--- src/rtl/exhaustive_vec_sweep.sv ---
// Exhaustive stimulus sweeper: walks every IN_W-bit vector into a combinational unit and
// compares its outputs against a golden model on the last dwell cycle of each vector.
module exhaustive_vec_sweep #(
  parameter int IN_W  = 3,
  parameter int OUT_W = 3,
  parameter int DWELL = 60,
  parameter int ERR_W = 16
) (
  input  logic             clk,
  input  logic             rst,
  input  logic             start,
  output logic [IN_W-1:0]  stim,
  input  logic [OUT_W-1:0] dut_out,
  input  logic [OUT_W-1:0] gold_out,
  output logic             sample,
  output logic             busy,
  output logic             done,
  output logic [ERR_W-1:0] mismatch_cnt,
  output logic [IN_W-1:0]  first_fail_vec,
  output logic             first_fail_valid
);

  localparam int DW_W = (DWELL > 1) ? $clog2(DWELL) : 1;
  localparam logic [DW_W-1:0] DWELL_LAST = DW_W'(DWELL - 1);

  typedef enum logic [1:0] {IDLE, RUN, DONE} state_t;

  state_t             state_q, state_d;
  logic [IN_W-1:0]    stim_q, stim_d;
  logic [DW_W-1:0]    dwell_q, dwell_d;
  logic               sample_q, sample_d;
  logic [ERR_W-1:0]   cnt_q, cnt_d;
  logic [IN_W-1:0]    ffVec_q, ffVec_d;
  logic               ffValid_q, ffValid_d;

  logic isLast;
  logic isMismatch;

  assign isLast     = (stim_q == {IN_W{1'b1}});
  assign isMismatch = (dut_out != gold_out);

  // sample_q doubles as the compare-cycle flag, so the strobe and the comparison can never disagree
  always_comb begin
    state_d   = state_q;
    stim_d    = stim_q;
    dwell_d   = dwell_q;
    sample_d  = 1'b0;
    cnt_d     = cnt_q;
    ffVec_d   = ffVec_q;
    ffValid_d = ffValid_q;
    case (state_q)
      IDLE, DONE: begin
        if (start) begin
          state_d   = RUN;
          stim_d    = '0;
          dwell_d   = '0;
          cnt_d     = '0;
          ffVec_d   = '0;
          ffValid_d = 1'b0;
          sample_d  = (DWELL_LAST == '0);
        end
      end
      RUN: begin
        if (sample_q) begin
          if (isMismatch) begin
            if (cnt_q != {ERR_W{1'b1}}) cnt_d = cnt_q + ERR_W'(1);
            if (!ffValid_q) begin
              ffVec_d   = stim_q;
              ffValid_d = 1'b1;
            end
          end
          if (isLast) begin
            state_d = DONE;
          end else begin
            stim_d   = stim_q + IN_W'(1);
            dwell_d  = '0;
            sample_d = (DWELL_LAST == '0);
          end
        end else begin
          dwell_d  = dwell_q + DW_W'(1);
          sample_d = (dwell_d == DWELL_LAST);
        end
      end
      default: state_d = IDLE;
    endcase
  end

  always_ff @(posedge clk or posedge rst) begin
    if (rst) begin
      state_q   <= IDLE;
      stim_q    <= '0;
      dwell_q   <= '0;
      sample_q  <= 1'b0;
      cnt_q     <= '0;
      ffVec_q   <= '0;
      ffValid_q <= 1'b0;
    end else begin
      state_q   <= state_d;
      stim_q    <= stim_d;
      dwell_q   <= dwell_d;
      sample_q  <= sample_d;
      cnt_q     <= cnt_d;
      ffVec_q   <= ffVec_d;
      ffValid_q <= ffValid_d;
    end
  end

  assign stim             = stim_q;
  assign sample           = sample_q;
  assign busy             = (state_q == RUN);
  assign done             = (state_q == DONE);
  assign mismatch_cnt     = cnt_q;
  assign first_fail_vec   = ffVec_q;
  assign first_fail_valid = ffValid_q;

endmodule

--- config.mk ---
export PLATFORM = sky130hd
export DESIGN_NAME = exhaustive_vec_sweep
export DESIGN_NICKNAME = d
export VERILOG_FILES = /design/src/rtl/exhaustive_vec_sweep.sv
export SDC_FILE = /design/constraint.sdc
export NUM_CORES = 1
export LEC_CHECK = 0
export ABC_AREA = 1
export ABC_CLOCK_PERIOD_IN_PS = 4000
export CAP_MARGIN = 30
export CORE_ASPECT_RATIO = 0.75
export CORE_MARGIN = 3
export CORE_UTILIZATION = 56
export CTS_CLUSTER_SIZE = 10
export DETAILED_ROUTE_END_ITERATION = 16
export PLACE_DENSITY = 0.87
export SLEW_MARGIN = 20
export SYNTH_ARGS = -nofsm -noshare
export SYNTH_HDL_FRONTEND = slang
export SYNTH_SLANG_ARGS = --single-unit
--- constraint.sdc ---
create_clock -name clk -period 4 [get_ports clk]
set_clock_uncertainty 0.2 [all_clocks]
set_input_delay 1 -clock clk [delete_from_list [all_inputs] [get_ports clk]]
set_output_delay 1 -clock clk [all_outputs]
set_load 0.01 [all_outputs]
==> metrics.md <==
| Metric | Value |
|---|---|
| CTS tree | `built` |
| Ys Warns | `0` |
| Number of global-route vias before repair | `1615` |
| Final period utilization | `66.1%` |
| Largest net degree at the start of global routing | `25` |
| Final max-slew violation count | `0` |
| Worst ir drop on vdd | `0.483 mV` |
| Avg Inst Size Synth | `7.27 um^2` |
| Total power | `0.00129 W` |
| Total gr overflow | `0` |
| Total Neg Setup Slack | `0 ns` |
| Die Wd | `73.6 um` |
| Total core area | `0.00311 mm^2` |
| Cts hold-fix bufs | `0` |
| Post-cts resize count | `0` |
| Status | `complete, no violations` |
| Synthesized area | `0.00192 mm^2` |
| HPWL Detailed | `3400 um` |
| Slew HR | `57.3%` |
| CP max FO | `5` |
| Clock slew at the register clock pins of the worst setup and hold paths | `0.07 ns` |
| Tmin final | `2.65 ns` |
| Worst-Skew Late Latency | `0.29 ns` |
| FP Rows | `17` |
| Post-route cell area | `0.00240 mm^2` |
| Vias | `1858` |
| Num CTS Buffers | `5` |
| Root buf cell | `clkbuf_8` |
| Clock sinks | `32` |
| Reg2Reg Depth | `9` |
| Hold Path Class | `flip-flop to flip-flop` |
| Max Freq | `378 MHz` |
| Max H-tree Level | `2` |
| # DRC | `0` |
| Area grow syn2layout | `24.8%` |
| Worst Hold Depth | `2` |
| FF+latch count, synth | `32` |
| Worst Setup SP | `state_q[0]$_DFFE_PP0P_` |
| Detailed Route Iter0 Violations | `164` |
| GP Congestion | `0.927` |
| R2r startpoint | `mismatch_cnt[0]$_DFFE_PP0P_` |
| Nets@finish | `317` |
| Drt first pass iters | `4` |
| Antenna Violating Nets Remaining | `0` |
| Final wirelength | `4590 um` |
| Reg2Reg Setup Slack | `1.92 ns` |
| Total GRT Usage | `23.6%` |
| Unrepaired setup endpoints after global routing | `no` |
| Die Height | `56.7 um` |
| Initial antenna violation count | `0` |
| Startpoint Class | `flip-flop` |
| Final setup violation count | `0` |
| Synth unique cells | `28` |
| Cells after synthesis | `264` |
| Post-Syn Nets | `278` |
| HP Start | `first_fail_vec[2]$_DFFE_PP0P_` |
| Routed WL per cell | `13.4 um` |
| Vias/cell | `5.43` |
| Worst Hold End | `first_fail_vec[2]$_DFFE_PP0P_` |
| WP data required | `2.80 ns` |
| Buffers on Ports | `34` |
| Seq/Total Area, Yosys | `41.7%` |
| Arr. time, crit path | `1.45 ns` |
| Initial Util | `61.8%` |
| Max clock buf depth | `2` |
| Die ar. | `0.00418 mm^2` |
| Leak | `1.05 nW` |
| Most frequent cells in the layout | `nand2_1 (75), inv_1 (34), clkdlybuf4s50_1 (34)` |
| Total setup buffers inserted after CTS | `0` |
| Most common cell after layout, fill and taps aside | `nand2_1` |
| Max-cap viol count | `0` |
| Share of cells above drive strength 1 | `6.58%` |
| Power density over the cells | `537 mW/mm^2` |
| # fillers | `237` |
| First-pass GRT wire length | `7490 um` |
| Diode count | `0` |
| Critical path class | `flip-flop to primary output` |
| Area of the multi-input gates | `953 um^2` |
| # IOs | `35` |
| Final Hold Viols | `0` |
| Least-Margin Pin Slew | `0.639 ns` |
| Sequential cell area | `801 um^2` |
| CP Capture Type | `primary output` |
| Worst flop-to-flop path endpoint | `mismatch_cnt[15]$_DFFE_PP0P_` |
| Post-DP Area | `0.00229 mm^2` |
## state kept, by name (all words and copies together), names as in the netlist
name,cells
first_fail_vec,3
dwell_q,6
sample,1
first_fail_valid,1
stim,3
state_q,2
mismatch_cnt,16
## report_power, final
part / internal [W] / leakage [nW] / total [W] / switching, W
Clock: 0.000185 / 0.0552 / 0.000306 / 0.000121
Sequential: 0.000392 / 0.436 / 0.000462 / 0.0000707
Combinational: 0.000186 / 0.559 / 0.000518 / 0.000332
## logic make-up (layout without fill, tap and decap cells)
kind of cell | after synthesis | count (layout) | share of synthesized area [%]
compound gates | 38 | 38 | 11.0
fa+ha+maj | 5 | 5 | 3.26
simple gates | 143 | 143 | 32.2
buf+inv | 39 | 79 | 8.66
flops | 32 | 32 | 41.7
xor+xnor | 7 | 7 | 3.19
## area by class of cell
cell class | instances | area share (%)
timing repair buffer | 36 | 14.8
tap | 38 | 1.98
sequential | 32 | 33.4
inverter | 35 | 5.48
clock buffer | 6 | 3.03
clock inverter | 2 | 1.46
multi-input combinational | 193 | 39.8
## cell usage after synthesis
master	number	area share, %
nand3_2	1	0.52
nor2_1	30	5.9
nand3b_1	1	0.39
nor3_1	4	1.0
buf_2	1	0.26
dfrtp_1	32	42
o22ai_1	2	0.65
nand4_1	4	1.3
ha_1	5	3.3
buf_4	1	0.39
inv_2	1	0.20
xor2_1	6	2.7
o21ai_0	22	5.7
nor2_2	3	0.98
nand3_1	20	5.2
o21ai_1	4	1.0
o21ai_2	2	0.91
xnor2_1	1	0.46
inv_1	34	6.6
nand2_1	75	15
o21bai_1	3	1.2
a21oi_1	3	0.78
nor3b_1	1	0.39
a31oi_1	1	0.33
buf_6	2	1.2
nor2_4	2	1.2
o21a_1	1	0.39
nand2_2	2	0.65
## through the flow
stage                     cells  util (%)  hold WS (ns)  setup WS (ns)
after CTS                   342      77.2         0.289           1.34
after global placement      334      73.7         0.265           1.24
after global routing        342      77.2         0.297           1.27
final                       342      77.2         0.287           1.35
after floorplan             264         -         0.303           1.87
after detailed placement    334      73.7         0.273           1.19
## layer usage
| metal | track usage (%) | vias to the layer above | part of all wire (%) |
|---|---|---|---|
| li1 | - | 920 | - |
| met1 | 33.7 | 856 | 47 |
| met2 | 32.7 | 73 | 43 |
| met3 | 5.72 | 9 | 8.1 |
| met4 | 11.6 | 0 | 1.9 |
| met5 | 0 | - | 0 |
## critical path: stages, from the launching register on
cell and delay, ns:
dfrtp_1 0.43, inv_2 0.06, nor2_2 0.12, clkdlybuf4s50_1 0.55
## worst max-delay path by stage
stage	cells after the start	endpoint
finish	3	busy
global route	3	busy
CTS	3	busy
detailed placement	7	mismatch_cnt[10]$_DFFE_PP0P_
global placement	8	mismatch_cnt[15]$_DFFE_PP0P_
floorplan	4	busy
Power figures use the tool's default switching activity.
